$ cat config.mk
export PLATFORM = sky130hd
export DESIGN_NAME = gate_identifier
export DESIGN_NICKNAME = d
export VERILOG_FILES = /design/src/rtl/gate_identifier.sv
export SDC_FILE = /design/constraint.sdc
export NUM_CORES = 1
export LEC_CHECK = 0
export ABC_AREA = 1
export BUFFER_PORTS_ARGS = -buffer_cell sky130_fd_sc_hd__buf_2
export CORE_UTILIZATION = 55
export CTS_CLUSTER_SIZE = 25
export DETAILED_ROUTE_END_ITERATION = 6
export GPL_TIMING_DRIVEN = 0
export PLACE_DENSITY = 0.83
export SETUP_SLACK_MARGIN = 0.4
export SLEW_MARGIN = 20
export SYNTH_ARGS = -nofsm -noshare
export SYNTH_HDL_FRONTEND = slang
export SYNTH_SLANG_ARGS = --single-unit
export TNS_END_PERCENT = 10
$ cat constraint.sdc
create_clock -name clk -period 3.6 [get_ports clk]
set_input_delay 1.08 -clock clk [delete_from_list [all_inputs] [get_ports clk]]
set_output_delay 1.08 -clock clk [all_outputs]
set_load 0.005 [all_outputs]
$ cat src/rtl/gate_identifier.sv
// gate_identifier: rebuilds a 2-input gate truth table from (a, b, s) samples and names the function.
// Optional build macro GATE_ID_TIMEOUT_EN adds an idle timeout while collecting.
module gate_identifier #(
    parameter int TIMEOUT_CYCLES = 16
) (
    input  logic       clk,
    input  logic       reset_n,
    input  logic       start,
    input  logic       in_valid,
    output logic       in_ready,
    input  logic       a,
    input  logic       b,
    input  logic       s,
    output logic [3:0] tt,
    output logic [3:0] known,
    output logic       done,
    output logic       conflict,
    output logic       timeout,
    output logic [7:0] sample_cnt,
    output logic       is_and,
    output logic       is_nand,
    output logic       is_or,
    output logic       is_nor,
    output logic       is_xor,
    output logic       is_xnor
);

    localparam logic [1:0] IDLE     = 2'b00;
    localparam logic [1:0] COLLECT  = 2'b01;
    localparam logic [1:0] DONE_ST  = 2'b10;
    localparam logic [1:0] ERROR_ST = 2'b11;

    logic [1:0] state;
    logic       accept;
    logic [1:0] idx;
    logic       row_hit;
    logic       row_bad;
    logic [3:0] known_nxt;

    function automatic logic [7:0] sat_inc(input logic [7:0] v);
        return (v == 8'hFF) ? v : v + 8'd1;
    endfunction

    always_comb begin
        idx       = {a, b};
        accept    = in_valid && (state == COLLECT) && !start;
        row_hit   = known[idx];
        row_bad   = row_hit && (tt[idx] != s);
        known_nxt = known | (4'b0001 << idx);
    end

`ifdef GATE_ID_TIMEOUT_EN
    localparam int IDLE_W = $clog2(TIMEOUT_CYCLES + 1);
    localparam logic [IDLE_W-1:0] IDLE_LAST = IDLE_W'(TIMEOUT_CYCLES - 1);

    logic [IDLE_W-1:0] idle_cnt;
    logic              timeout_r;
    logic              idle_expire;

    assign idle_expire = (state == COLLECT) && !start && !accept && (idle_cnt == IDLE_LAST);
    assign timeout     = timeout_r;

    always_ff @(posedge clk or negedge reset_n) begin
        if (!reset_n) begin
            idle_cnt <= '0;
        end else if (start || accept || state != COLLECT) begin
            idle_cnt <= '0;
        end else begin
            idle_cnt <= idle_cnt + 1'b1;
        end
    end

    always_ff @(posedge clk or negedge reset_n) begin
        if (!reset_n) begin
            timeout_r <= 1'b0;
        end else if (start) begin
            timeout_r <= 1'b0;
        end else if (idle_expire) begin
            timeout_r <= 1'b1;
        end
    end
`else
    logic       idle_expire;
    logic [31:0] timeout_cfg_unused;

    assign timeout_cfg_unused = 32'(TIMEOUT_CYCLES);
    assign idle_expire        = 1'b0;
    assign timeout            = 1'b0;
`endif

    always_ff @(posedge clk or negedge reset_n) begin
        if (!reset_n) begin
            state      <= IDLE;
            tt         <= 4'b0000;
            known      <= 4'b0000;
            sample_cnt <= 8'd0;
            conflict   <= 1'b0;
        end else if (start) begin
            state      <= COLLECT;
            tt         <= 4'b0000;
            known      <= 4'b0000;
            sample_cnt <= 8'd0;
            conflict   <= 1'b0;
        end else if (accept) begin
            sample_cnt <= sat_inc(sample_cnt);
            if (row_bad) begin
                // first observation of the row is kept; the contradiction only flags
                conflict <= 1'b1;
                state    <= ERROR_ST;
            end else begin
                if (!row_hit) tt[idx] <= s;
                known <= known_nxt;
                if (known_nxt == 4'b1111) state <= DONE_ST;
            end
        end else if (idle_expire) begin
            state <= ERROR_ST;
        end
    end

    assign in_ready = (state == COLLECT);
    assign done     = (state == DONE_ST);

    always_comb begin
        is_and  = done && (tt == 4'b1000);
        is_nand = done && (tt == 4'b0111);
        is_or   = done && (tt == 4'b1110);
        is_nor  = done && (tt == 4'b0001);
        is_xor  = done && (tt == 4'b0110);
        is_xnor = done && (tt == 4'b1001);
    end

endmodule

# == Yosys cells after proc, flatten, opt, wreduce, memory -nomap -nowiden ==
# Cells that the tools add are included.
# word_totals
regBits,19
in_bits,7
elab_cells,67
# op_classes
n_addsub,1
magnitude_cmp,2
eq_ne,14
shifts,1
n_mux,24
bitwise,1
n_reduce_logical,19
# ops
op,n
$mux W4,7
$mux W8,3
$eq A4 B4 Y1 const B,4
$logic_and A1 B1 Y1,10
$add A8 B1 Y8 const B,1
$eq A4 B3 Y1 const B,2
$eq A8 B8 Y1 const B,1
$mux W2,4
$reduce_and A2 Y1,4
$mux W1,6
$ne A2 B2 Y1 const B,3
$bmux W1 S2,2
$bwmux W4,1
$eq A4 B1 Y1 const B,1
$or A4 B4 Y4,1
$reduce_bool A2 Y1,2
$shl A1 B2 Y4 const A,1
$lt A2 B3 Y1 const B,1
$reduce_and A3 Y1,1
$reduce_bool A3 Y1,1
$demux W1 S2,1
$eq A2 B1 Y1 const B,1
$eq A2 B2 Y1 const B,1
$ge A2 B1 Y1 const B,1
2 further kinds,2

# == Depth between registers and ports, before layout ==
# logic_depth
depth_word,9
ltp_mapped,10

# == Least setup slack after synthesis ==
# OpenSTA, ideal clock, no wires.
# synth_path
path_type,register to output
start,register state[1]
end,output port is_and
t_arrival_ns,0.887
t_required_ns,2.520
path_slack_ns,1.633
stages_incl_launch_ff,5
path_buffers,0
cell_sequence,dfrtp_1 > inv_1 > nor2_1 > nand2_1 > nor4_1
# synth_via
elab_chain_len,2
# synth_rtl
element,line_no,rtl
"start, declared",33,logic [1:0] state;
"start signal, assigned",93,state <= IDLE;
"start signal, assigned",99,state <= COLLECT;
"start signal, assigned",109,state <= ERROR_ST;
$eq A2 B2 Y1,121,assign done = (state == DONE_ST);
via done,16,"output logic done,"
$logic_and A1 B1 Y1,124,is_and = done && (tt == 4'b1000);
"end, declared",20,"output logic is_and,"
# The timed path passes the listed nets, and every way through them passes these cells.

# == Worst setup path after layout ==
# layout_path
start,register state[1]
end,output port is_nand
# layout_via
elab_chain_len,2
# layout_rtl
element,line_no,rtl
$eq A2 B2 Y1,121,
$logic_and A1 B1 Y1,125,is_nand = done && (tt == 4'b0111);
"end, declared",21,"output logic is_nand,"
# No other way between the ends.

==> impl_metrics.json <==
{
  "numCtsBuffers": 3,
  "drv_cap": 0,
  "postSynthCellCount": 166,
  "rsz0062_at_grt": "false",
  "gr-total-overflow": 0,
  "fillerInstances": 189,
  "area_growth_pct": 17.3,
  "io_pins": 33,
  "ys_warn_count": 0,
  "postCtsSetupRepairBufs": 0,
  "r2r_cells": 9,
  "p_leak_nw": 0.737,
  "track_usage": 0.243,
  "clock_latency_ns": 0.28,
  "ant_nets": 0,
  "fp.dieArea_um2": 2350,
  "routedWlPerCell_um": 11.4,
  "cp.required_ns": 2.52,
  "via_count": 1185,
  "cts_sinks": 19,
  "synth-seq-cells": 19,
  "syn_nets": 174,
  "antennaDiodeCount": 0,
  "cp_max_fo": 3,
  "vias_per_cell": 5.24,
  "syn_avg_cell_area_um2": 7.15,
  "fmax_ghz": 0.403,
  "syn_area_um2": 1190,
  "crit_arrival_ns": 1.40,
  "drive_gt1_frac": 0.241,
  "ys_types": 26,
  "start_util": 0.593,
  "hold_slack_ns": 0.516,
  "synth_area_leader_cell": "dfrtp_1",
  "post-route-period-util": 0.689,
  "nets": 208,
  "hp-start": "conflict",
  "setup.worst_path.end_class": "primary output",
  "multiInputGateArea_um2": 594,
  "worstHoldPathType": "register to register",
  "grt_pass1_wl_um": 4460,
  "cts_root_buf": "clkbuf_4",
  "io_buffers": 29,
  "setup_tns_ns": 0,
  "yosysTopAreaCellShare": 0.400,
  "slew_viol_final": 0,
  "drcViolationCount": 0,
  "cts_buffer_depth": 2,
  "path_class": "register to primary output",
  "status": "finished clean",
  "regToRegEndpoint": "sample_cnt[6]",
  "rrSetupSlack_ns": 2.10,
  "hold_end": "conflict",
  "cts_tree": "built",
  "synth-seq-area-share": 0.400,
  "drt_iter0_drc": 15,
  "yosysMostFrequentCell": "nand2_1",
  "wirelength_um": 2580,
  "clock_skew_ns": 0.000676,
  "p_per_area_nw_per_um2": 295,
  "synth_flop_cell": "dfrtp_1",
  "async_reset_ff_frac": 1.00,
  "grt_pass1_vias": 1136,
  "core_area_um2": 2000,
  "synth_commonest_cells": "nand2_1, dfrtp_1, inv_1, nand3_1, nor2_1",
  "placement_rows": 16,
  "clk_pin_slew_worst_paths_ns": 0.10,
  "synth_edf_count": 0,
  "place_congestion": 0.893,
  "synth_area_leaders": "dfrtp_1, nand2_1, inv_1",
  "drt_pre_antenna_iters": 5,
  "die_x_um": 48.5,
  "timing.rr.start": "sample_cnt[0]",
  "hold_path_depth": 2,
  "vdd_drop_max_mv": 0.213,
  "cts_resized": 0,
  "hold_viol": 0,
  "setup-violations-final": 0,
  "worstSetupStartpointType": "register",
  "antenna_found_initial": 0,
  "seq_area_um2": 475,
  "hpwl_um": 2060,
  "period_needed_ns": 2.48,
  "grt_max_degree": 20,
  "ctsHoldBuffers": 0,
  "die_y_um": 48.5,
  "htreeDepth": 1
}
## power by group
| group | internal (W) | switching, W | total [W] |
|---|---|---|---|
| Sequential | 0.000222 | 0.00000936 | 0.000232 |
| Clock | 0.0000430 | 0.0000610 | 0.000104 |
| Combinational | 0.0000278 | 0.0000473 | 0.0000751 |
| Total | 0.000293 | 0.000118 | 0.000411 |
## worst max-delay path, cell delays in order, from the launching register on
cell and delay (ns):
dfrtp_1 0.40, inv_1 0.05, nor2_1 0.18, nand2_1 0.14, nor4_1 0.19, buf_2 0.16
## stage by stage
step	cell area, µm²	worst slack [ns]	util	std cells	power (W)
after floorplan	1190	1.63	-	166	0.000284
after global placement	1370	1.55	0.683	222	0.000309
after detailed placement	1370	1.48	0.683	222	0.000311
after CTS	1390	1.14	0.696	226	0.000416
after global routing	1390	1.01	0.696	226	0.000434
final	1390	1.12	0.696	226	0.000411
## cells by family (layout without fill, tap and decap cells)
family          Yosys count  count (layout)  synth area share
simple gates            100             100             0.374
buf+inv                  23              56            0.0991
compound gates           20              20            0.0980
flops                    19              19             0.400
xor+xnor                  2               2            0.0148
fa+ha+maj                 1               1            0.0105
other cells               1               1           0.00316
## how the worst max path moves through the flow
stage,startpoint,cells past startpoint,slack (ns),to
after floorplan,state[1],4,1.63,is_and
after global placement,state[1],5,1.55,is_nand
after detailed placement,state[1],5,1.48,is_nand
after CTS,state[1],5,1.14,is_nand
after global routing,state[1],5,1.01,is_nand
final,state[1],5,1.12,is_nand
## final cells by class
class,count,area share
Inverter,19,0.0530
Sequential cell,19,0.341
Timing Repair Buffer,29,0.104
Multi-Input combinational cell,124,0.427
Clock buffer,4,0.0189
Buffer,4,0.0314
Tap cell,27,0.0243
## cell usage in the layout, fill, tap and decap left out, types with 2 or more instances in the layout
cell type and instances:
o31ai_1 2, o21ai_0 6, inv_1 16, dfrtp_1 19
nand2_2 3, buf_6 2, inv_2 2, nand2_1 59
nand2_4 2, xor2_1 2, a21oi_1 9, clkbuf_4 3
nand3_1 10, nor4_1 2, nand4_1 2, nor3_1 9
nor2_1 10, o21ai_1 2, buf_2 29
## routing by layer
metal	global-route usage	vias up	wire, µm
met5	0	-	0
met4	0.123	0	54
met3	0.0220	6	82
met2	0.458	34	1370
met1	0.270	546	1070
li1	-	599	-
## flip-flops by register name (all words and copies together), names as in the netlist
name / count
conflict: 1
known: 4
sample_cnt: 8
state: 2
tt: 4
Note: power is estimated with default switching activity, not from simulation.
